### src/rtl/mem_rd_addr_gen.sv
// Read-address generator: walks a descriptor ROM and issues loop_max+1 strided reads per entry.
// Define MEM_RD_PREFETCH_EN to prefetch the next descriptor into a shadow register (no bubble).
module mem_rd_addr_gen #(
  parameter int unsigned ADDR_W        = 32,
  parameter int unsigned BASE_ADDR_W   = ADDR_W,
  parameter int unsigned OFFSET_ADDR_W = ADDR_W,
  parameter int unsigned TX_SIZE_WIDTH = 20,
  parameter int unsigned RD_LOOP_W     = 10,
  parameter int unsigned D_TYPE_W      = 1,
  parameter int unsigned ROM_ADDR_W    = 4,
  localparam int unsigned ROM_WIDTH    =
      D_TYPE_W + BASE_ADDR_W + OFFSET_ADDR_W + TX_SIZE_WIDTH + RD_LOOP_W
) (
  input  logic                     clk,
  input  logic                     reset,
  input  logic                     start,
  input  logic [ROM_ADDR_W-1:0]    num_cfg,
  output logic [ROM_ADDR_W-1:0]    cfg_rom_addr,
  input  logic [ROM_WIDTH-1:0]     cfg_rom_data,
  output logic                     rd_req,
  input  logic                     rd_ready,
  output logic [ADDR_W-1:0]        rd_addr,
  output logic [TX_SIZE_WIDTH-1:0] rd_req_size,
  output logic [D_TYPE_W-1:0]      rd_type,
  output logic                     busy,
  output logic                     done
);

  typedef enum logic [2:0] {StIdle, StFetch, StLoad, StReq, StDone} state_e;

  // Descriptor layout, LSB first: loop_max, size, offset, base, type.
  localparam int unsigned SizeLsb = RD_LOOP_W;
  localparam int unsigned OffLsb  = SizeLsb + TX_SIZE_WIDTH;
  localparam int unsigned BaseLsb = OffLsb + OFFSET_ADDR_W;
  localparam int unsigned TypeLsb = BaseLsb + BASE_ADDR_W;

  state_e                   state_q, state_d;
  logic [ROM_ADDR_W-1:0]    idx_q, idx_d;
  logic [ROM_ADDR_W-1:0]    num_q, num_d;
  logic [RD_LOOP_W-1:0]     count_q, count_d;
  logic [ADDR_W-1:0]        acc_q, acc_d;
  logic [D_TYPE_W-1:0]      type_q, type_d;
  logic [BASE_ADDR_W-1:0]   base_q, base_d;
  logic [OFFSET_ADDR_W-1:0] offset_q, offset_d;
  logic [TX_SIZE_WIDTH-1:0] size_q, size_d;
  logic [RD_LOOP_W-1:0]     loop_q, loop_d;

  logic                     in_req;
  logic                     hs;
  logic                     last_beat;
  logic                     last_desc;
  logic                     advance;
  logic                     req_ok;
  logic                     load;
  logic [ROM_WIDTH-1:0]     desc_src;

  assign in_req    = (state_q == StReq);
  assign last_beat = (count_q == loop_q);
  assign last_desc = (idx_q == num_q);
  assign rd_req    = in_req && rd_ready && req_ok;
  assign hs        = rd_req;
  assign advance   = hs && last_beat && !last_desc;

  assign rd_addr     = ADDR_W'(base_q) + acc_q;
  assign rd_req_size = size_q;
  assign rd_type     = type_q;
  assign busy        = (state_q != StIdle);
  assign done        = (state_q == StDone);

`ifdef MEM_RD_PREFETCH_EN
  logic [ROM_WIDTH-1:0] shadow_q;
  logic                 shadow_vld_q;
  // High when cfg_rom_data currently holds descriptor idx_q+1.
  logic                 rom_nxt_q;

  assign cfg_rom_addr = in_req ? idx_q + 1'b1 : idx_q;
  assign desc_src     = in_req ? shadow_q : cfg_rom_data;
  // Only the hand-off beat of a non-final descriptor has to wait for the shadow.
  assign req_ok       = !last_beat || last_desc || shadow_vld_q;

  always_ff @(posedge clk) begin
    if (reset) begin
      shadow_q     <= '0;
      shadow_vld_q <= 1'b0;
      rom_nxt_q    <= 1'b0;
    end else begin
      rom_nxt_q <= in_req && !advance;
      if (!in_req || advance) begin
        shadow_vld_q <= 1'b0;
      end else if (rom_nxt_q && !shadow_vld_q) begin
        shadow_q     <= cfg_rom_data;
        shadow_vld_q <= 1'b1;
      end
    end
  end
`else
  assign cfg_rom_addr = idx_q;
  assign desc_src     = cfg_rom_data;
  assign req_ok       = 1'b1;
`endif

  always_comb begin
    state_d  = state_q;
    idx_d    = idx_q;
    num_d    = num_q;
    count_d  = count_q;
    acc_d    = acc_q;
    type_d   = type_q;
    base_d   = base_q;
    offset_d = offset_q;
    size_d   = size_q;
    loop_d   = loop_q;
    load     = 1'b0;

    unique case (state_q)
      StIdle: begin
        if (start) begin
          num_d   = num_cfg;
          idx_d   = '0;
          state_d = StFetch;
        end
      end
      StFetch: state_d = StLoad;
      StLoad: begin
        load    = 1'b1;
        state_d = StReq;
      end
      StReq: begin
        if (hs) begin
          if (!last_beat) begin
            acc_d   = acc_q + ADDR_W'(offset_q);
            count_d = count_q + 1'b1;
          end else if (!last_desc) begin
            idx_d = idx_q + 1'b1;
`ifdef MEM_RD_PREFETCH_EN
            load  = 1'b1;
`else
            state_d = StFetch;
`endif
          end else begin
            state_d = StDone;
          end
        end
      end
      StDone:  state_d = StIdle;
      default: state_d = StIdle;
    endcase

    if (load) begin
      type_d   = desc_src[TypeLsb +: D_TYPE_W];
      base_d   = desc_src[BaseLsb +: BASE_ADDR_W];
      offset_d = desc_src[OffLsb +: OFFSET_ADDR_W];
      size_d   = desc_src[SizeLsb +: TX_SIZE_WIDTH];
      loop_d   = desc_src[0 +: RD_LOOP_W];
      count_d  = '0;
      acc_d    = '0;
    end
  end

  always_ff @(posedge clk) begin
    if (reset) begin
      state_q  <= StIdle;
      idx_q    <= '0;
      num_q    <= '0;
      count_q  <= '0;
      acc_q    <= '0;
      type_q   <= '0;
      base_q   <= '0;
      offset_q <= '0;
      size_q   <= '0;
      loop_q   <= '0;
    end else begin
      state_q  <= state_d;
      idx_q    <= idx_d;
      num_q    <= num_d;
      count_q  <= count_d;
      acc_q    <= acc_d;
      type_q   <= type_d;
      base_q   <= base_d;
      offset_q <= offset_d;
      size_q   <= size_d;
      loop_q   <= loop_d;
    end
  end

endmodule

### config.mk
export PLATFORM = sky130hd
export DESIGN_NAME = mem_rd_addr_gen
export DESIGN_NICKNAME = d
export VERILOG_FILES = /design/src/rtl/mem_rd_addr_gen.sv
export SDC_FILE = /design/constraint.sdc
export NUM_CORES = 1
export LEC_CHECK = 0
export CAP_MARGIN = 5
export CORE_MARGIN = 3
export CORE_UTILIZATION = 53
export CTS_CLUSTER_SIZE = 12
export DETAILED_ROUTE_END_ITERATION = 6
export GPL_TIMING_DRIVEN = 0
export PLACE_DENSITY = 0.8
export REMOVE_ABC_BUFFERS = 1
export SYNTH_ARGS = -nofsm -noshare
export SYNTH_HDL_FRONTEND = slang
export SYNTH_SLANG_ARGS = --single-unit
### constraint.sdc
create_clock -name clk -period 3 [get_ports clk]
set_input_delay 0.6 -clock clk [delete_from_list [all_inputs] [get_ports clk]]
set_output_delay 0.6 -clock clk [all_outputs]
set_load 0.01 [all_outputs]
==> results by group, run 1 <==
Drt
  • Routed wire length: 24900 microns
  • Post-DR wirelength/cell: approximately 16 microns
  • First-pass DRT Iterations: 6
  • DRC Markers: 0
  • Routed vias/inst: 5.72
  • Final ANT Viol Nets: 0
  • Vias: a little under 9000
  • Initial DRC Count: 433

Power
  • Final total power: 5.09 mW
  • Flop pwr share: 42.1%
  • PD cells: 433 nW/um^2
  • Int Power: 3.66 mW
  • P_sw: 1.42 mW
  • Max VDD drop: 0.000426 V
  • Fraction of power consumed by combinational cells: 17.3%
  • Sw Share: 28.0%
  • Clock power frac: 40.6%
  • Leakage: 4.79 nW

Clocking
  • Max clock buf depth: 2
  • # H-tree levels: 4
  • CTS tree: yes
  • Worst-path clk slew: 0.07 ns
  • CTS Root Cell: clkbuf_16
  • Clk Latency, worst-skew pair: 0.43 ns
  • CTS sink cnt: ~150
  • CTS buffer count: 17

Die
  • DIE AREA: 18000 sq um
  • # rows: 46
  • Core Area: 16000 sq um
  • Ports: 163
  • Chip width: 134 microns
  • Initial core utilization: 54.5%
  • Die height: between 100 and 150 microns

Timing
  • Final setup skew: roughly 0.013 ns
  • Worst hold slack: 0.453 ns
  • Crit path time final: 3.42 ns
  • Fin crit share: 114%
  • Slew headroom: approximately two fifths
  • Final setup viols: 23
  • Final hold vios: 0
  • RSZ-0062 raised after global routing: true
  • Final WS setup: -0.415 ns
  • Fmax: about 290 MHz
  • Least-Margin Pin Slew: 0.909 ns
  • Slew Limit Fails: 0

Global route
  • Largest net degree at the start of global routing: 85
  • Gr usage total: 26.1%
  • Vias in the first global route: 8357
  • Global-route wire length before repair: 39400 microns
  • Initial antenna violation count: 0
  • Congestion Overflow GR: 0

Synth
  • Flops & latches, synth: 148
  • Sequential area share after synthesis: 33.9%
  • Largest family of logic cells by synthesized area: simple AND/OR/NAND/NOR gates
  • EDFF count, synth: 0
  • Top cell type's share of synthesized area: 33.9%
  • Async S/R FF share, synth: 0%
  • Synth Area in XOR/XNOR: 6.42%
  • Mean post-synth cell area: 7.65 sq um
  • Largest area contributor in the netlist: dfxtp_1
  • Synth cell types: between 60 and 70
  • Synth Area in Simple Gates: 23.2%
  • Adder-Cell Fraction of Synth Area: under 10%
  • Post-synthesis instance total: about 1100
  • Ys Warns: 0
  • Synth Area in Compound Gates: 22.6%
  • Main flop type after synthesis: dfxtp_1
  • Synth Cell Area: around 8700 sq um
  • Mux cell area share after synthesis: less than 1%
  • Synth area leaders: dfxtp_1 34%, nand2_1 12%, a21oi_1 9.9%, ha_1 9.2%, xor2_1 3.4%

Critical path
  • CP max stage cell: a221o_1
  • Worst setup SP type: flop
  • Largest delay share family, worst path: compound AO/OA/AOI/OAI gates
  • Worst path buffer plus inverter count: 2
  • Most frequent CP cell: o21ai_2
  • Crit path DAT: ~2.8 ns
  • Kind of critical path: flop to output pin
  • Critical Path RT: about 2.4 ns
  • CP peak stage delay: 0.39 ns
  • Worst Path Max Fanout: 3
  • Critical path, cell by cell: ha_1, a21oi_1, o21ai_2, a221o_1, o21ai_2, o211ai_1, buf_4, a211oi_2, xnor2_1, buf_2
  • Setup crit end kind: output pin

Final layout
  • Layout cells sized above 1: between 10% and 20%
  • Area Overhead vs Synth: 34.6%
  • Commonest non-fill, non-tap cell in the layout: nand2_1
  • Diode count: 0
  • Final nets: 1474
  • Most frequent cells in the layout: 269 x nand2_1, 161 x a21oi_1, 134 x clkdlybuf4s50_1
  • Finished Core Util: between 70% and 80%

Placement
  • RePlAce Congestion: 0.896
  • Port Buf Inserts: 162
  • Detailed Place HPWL: 16300 microns

Run status
  • Outcome: complete, but fails checks
  • Failing checks: setup timing

Job
  • Number of max-cap violations: 0

Hold path
  • Hold Path Class: flop to flop
## stage by stage
step / area [sq um] / worst slack, ns / TNS (ns) / cells
after floorplan: 8500 / -4.97 / -334.40 / 1084
final: 11700 / -0.415 / -5.94 / 1533
after global placement: 10400 / -9.55 / -783.02 / 1462
after detailed placement: 10500 / -0.880 / -12.35 / 1470
after global routing: 11700 / -0.503 / -7.84 / 1533
after CTS: 11500 / -0.378 / -4.05 / 1517
## Yosys cell counts, drive strengths merged (2+ instances only)
library cell and n:
a2111o 2, a2111oi 3, a211o 2, a211oi 12, a21o 32, a21oi 174, a221o 3, a221oi 2
a22oi 3, a31oi 10, a41oi 2, and2 4, and3 12, and4 3, buf 11, clkbuf 46
dfxtp 148, fa 2, ha 64, inv 19, mux2i 7, nand2 270, nand2b 7, nand3 30
nand3b 5, nand4 17, nor2 61, nor2b 4, nor3 24, nor3b 2, nor4 4, o211ai 5
o21a 5, o21ai 46, o21bai 6, o31ai 3, o41ai 2, or2 2, or3 9, xnor2 30
xor2 34
## sequential cells by signal, summed over array words and instances (netlist names)
register and count:
acc_q 32, base_q 32, cfg_rom_addr 4, count_q 10, loop_q 10, num_q 4, offset_q 32, rd_req_size 20
rd_type 1, state_q 3
## power by group through the flow
stage / clock, mW / combinational (mW) / sequential (mW)
finish: 2.07 / 0.883 / 2.14
global route: 2.18 / 0.973 / 2.15
CTS: 2.09 / 0.864 / 2.14
detailed placement: 0 / 0.863 / 2.18
global placement: 0 / 0.844 / 2.18
floorplan: 0 / 0.451 / 2.17
## cells by family after synthesis
| family | after synthesis |
|---|---|
| AOI/OAI and AO/OA | 320 |
| xor gates and xnor gates | 64 |
| DFF | 148 |
| and+or+nand+nor | 460 |
| adders and majority gates | 66 |
| buffers and inverters | 76 |
| muxes | 7 |
## final timing paths
kind	slack [ns]	cells past startpoint	start	end
max	-0.42	10	acc_q[6]	rd_addr[28]
min	0.45	2	rd_req_size[8]	rd_req_size[8]
max reg2reg	0.12	11	acc_q[0]	acc_q[28]
min reg2reg	0.45	2	rd_req_size[8]	rd_req_size[8]
## layout make-up
cell class / count / area (sq um)
multi-input cells: 917 / 5960
fillers: 1259 / 4260
flip-flops and latches: 148 / 2990
repair buffers: 202 / 1890
clock buffers: 21 / 460
well taps: 216 / 270
clock inverters: 10 / 100
inverters: 19 / 71.3
## layer usage
layer,track usage (%),share of wire [%],up-vias
li1,-,-,4342
met1,31.6,43,4095
met2,45.0,49,296
met3,7.46,6.7,37
met4,8.03,1.5,0
met5,0,0,-
## tightest hold or removal path: cells and delay by family (launching register included)
family	cells	cell delay, ns
simple gates	1	0.05
flops	1	0.31
compound gates	1	0.05
## what timing repair did
item / 4_1_cts / 5_1_grt
hold buffers: 0 / 0
endpoints found under the setup margin: 27 / 31
pin swaps: 22 / 21
endpoints found under the hold margin: 0 / 0
resized for setup: 152 / 53
setup buffers: 16 / 17
(Power assumes the default switching activity.)
==> run 2, diff against run 1 <==
CTS_CLUSTER_SIZE = 14   (was 12)
HOLD_SLACK_MARGIN = 0.02   (was unset)
==> results of run 2 <==
No change in the layout: final DEF, timing and power equal those of run 1.
==> run 3, diff against run 2 <==
--- a/config.mk
+++ b/config.mk
@@ -7,3 +7,2 @@
 export LEC_CHECK = 0
-export CAP_MARGIN = 5
 export CORE_MARGIN = 3
==> constraint.sdc (replaced) <==
create_clock -name clk -period 3 [get_ports clk]
set_input_delay 0.3 -clock clk [delete_from_list [all_inputs] [get_ports clk]]
set_output_delay 0.3 -clock clk [all_outputs]
set_load 0.01 [all_outputs]
==> results by group, run 3 (synthesis gave the netlist of run 1 again) <==
Power
  • PD cells: 439 nW/um^2 (+1.2%)
  • Max VDD drop: 0.000428 V (+0.61%)
  • Leakage: 4.76 nW (-0.71%)

Die
  • Die height: 134 microns (unchanged)
  • # rows: 46 (unchanged)
  • Ports: 163 (unchanged)
  • Core Area: 16000 sq um (unchanged)
  • DIE AREA: 18000 sq um (unchanged)
  • Chip width: 134 microns (unchanged)
  • Initial core utilization: 54.5% (unchanged)

Clocking
  • Number of hold buffers added after cts: 0 (unchanged)
  • CTS sink cnt: 148 (unchanged)
  • Clk Latency, worst-skew pair: 0.43 ns (about the same)
  • Max clock buf depth: 2 (unchanged)
  • Worst-path clk slew: 0.07 ns (about the same)
  • CTS buffer count: 17 (unchanged)
  • CTS tree: yes
  • # H-tree levels: 4 (unchanged)
  • CTS Root Cell: clkbuf_16

Drt
  • Post-DR wirelength/cell: 15.7 microns (-2.9%)
  • Final ANT Viol Nets: 0 (unchanged)
  • Initial DRC Count: 386 (-11%)
  • DRC Markers: 0 (unchanged)
  • Vias: 8548 (-2.5%)
  • First-pass DRT Iterations: 5 (-1)
  • Routed vias/inst: 5.63 (-1.6%)
  • Routed wire length: 23900 microns (-3.8%)

Timing
  • Slew headroom: 40.4% (+1.0 points)
  • Final hold vios: 0 (unchanged)
  • Final WS setup: -0.170 ns (+0.245 ns)
  • Final setup skew: 0.0106 ns (-0.00192 ns)
  • RSZ-0062 raised after global routing: true
  • Fmax: 315 MHz (+7.7%)
  • Fin crit share: 106% (-8.2 points)
  • Final setup viols: 7 (-70%)
  • Slew Limit Fails: 0 (unchanged)
  • Least-Margin Pin Slew: 0.894 ns (-0.0151 ns)
  • Crit path time final: 3.17 ns (-0.245 ns)

Critical path
  • Worst setup SP type: flop
  • Setup crit end kind: output pin
  • Crit path DAT: 2.87 ns (+0.05 ns)
  • Critical Path RT: 2.70 ns (+0.30 ns)
  • FF-to-FF Start: acc_q[0]
  • Worst Path Max Fanout: 3 (unchanged)
  • Kind of critical path: flop to output pin
  • Critical Path Start: base_q[0]

Final layout
  • Final nets: 1460 (-0.95%)
  • Most frequent cells in the layout: 269 x nand2_1, 165 x a21oi_1, 135 x clkdlybuf4s50_1
  • Area Overhead vs Synth: 32.6%
  • Diode count: 0 (unchanged)
  • Finished Core Util: 72.3% (-1.1 points)
  • Layout cells sized above 1: 11.9% (-2.6 points)
  • Commonest non-fill, non-tap cell in the layout: nand2_1
  • Largest regs: acc_q (32), base_q (32), offset_q (32)
  • Finished Cell Area: 11600 sq um (-1.5%)

Placement
  • Placed instance area: 10500 sq um (unchanged)
  • Port Buf Inserts: 162 (unchanged)
  • Detailed Place HPWL: 16300 microns (unchanged)
  • RePlAce Congestion: 0.896 (unchanged)

Global route
  • Initial antenna violation count: 0 (unchanged)
  • Global-route wire length before repair: 38800 microns (-1.7%)
  • Largest net degree at the start of global routing: 85 (unchanged)
  • Vias in the first global route: 8230 (-1.5%)
  • Gr usage total: 25.7% (-0.37 points)
  • Congestion Overflow GR: 0 (unchanged)

Job
  • Number of max-cap violations: 0 (unchanged)

Run status
  • Outcome: complete, but fails checks
  • Failing checks: setup timing

Hold path
  • Hold Path Class: input port to flop
  • Hold Startpoint: reset
==> run 3: final cells by class <==
class | instances | area, sq um
clock buffer | 21 | 460
timing repair buffer | 188 | 1810
multi-input combinational | 917 | 5870
clock inverter | 10 | 100
tap | 216 | 270
fill | 1303 | 4430
sequential | 148 | 2980
inverter | 19 | 71.3
==> run 3: timing repair <==
action,CTS,global route
pin swaps,22,15
buffers inserted,11,8
gates resized for setup,100,48
setup endpoints to repair,26,27
==> run 3: per-stage QoR <==
| step | setup slack, ns | cells | hold WS (ns) | TNS, ns | total power, mW |
|---|---|---|---|---|---|
| final | -0.170 | 1519 | 0.257 | -0.731 | 5.08 |
| after global routing | -0.249 | 1519 | 0.267 | -1.72 | 5.29 |
| after CTS | -0.130 | 1512 | 0.246 | -0.484 | 5.09 |
| after detailed placement | -0.580 | 1470 | 0.446 | -5.70 | 3.04 |
| after global placement | -9.55 | 1462 | 0.441 | -764.74 | 3.02 |
| after floorplan | -4.97 | 1084 | 0.369 | -334.40 | 2.62 |
==> run 3: where the power goes <==
part	total [mW]	internal (mW)	switching [mW]
Clock	2.06	1.19	0.872
Sequential	2.14	2.07	0.0731
Combinational	0.876	0.411	0.464
==> run 3: path summary, 6_finish.rpt <==
| kind | endpoint | slack, ns | cells after the start |
|---|---|---|---|
| hold reg to reg | rd_req_size[8] | 0.45 | 2 |
| setup / recovery | rd_addr[28] | -0.17 | 11 |
| hold / removal | base_q[4] | 0.26 | 2 |
| setup reg to reg | acc_q[28] | 0.12 | 11 |
==> run 3: layer usage <==
metal / GRT usage (%) / routed length (microns) / vias to the layer above
met1: 31.4 / 10600 / 3978
met2: 44.3 / 11500 / 222
li1: - / - / 4312
met3: 7.16 / 1470 / 36
met4: 7.75 / 379 / 0
met5: 0 / 0 / -
==> run 3: worst max-delay path: stages (launching register included) <==
cell and delay, ns:
dfxtp_2 0.33, ha_4 0.17, fa_2 0.35, a21o_4 0.24, a31oi_4 0.26, nor3_4 0.08, o21ai_2 0.18, o211ai_1 0.16
buf_4 0.20, a211oi_2 0.20, xnor2_1 0.13, buf_2 0.14
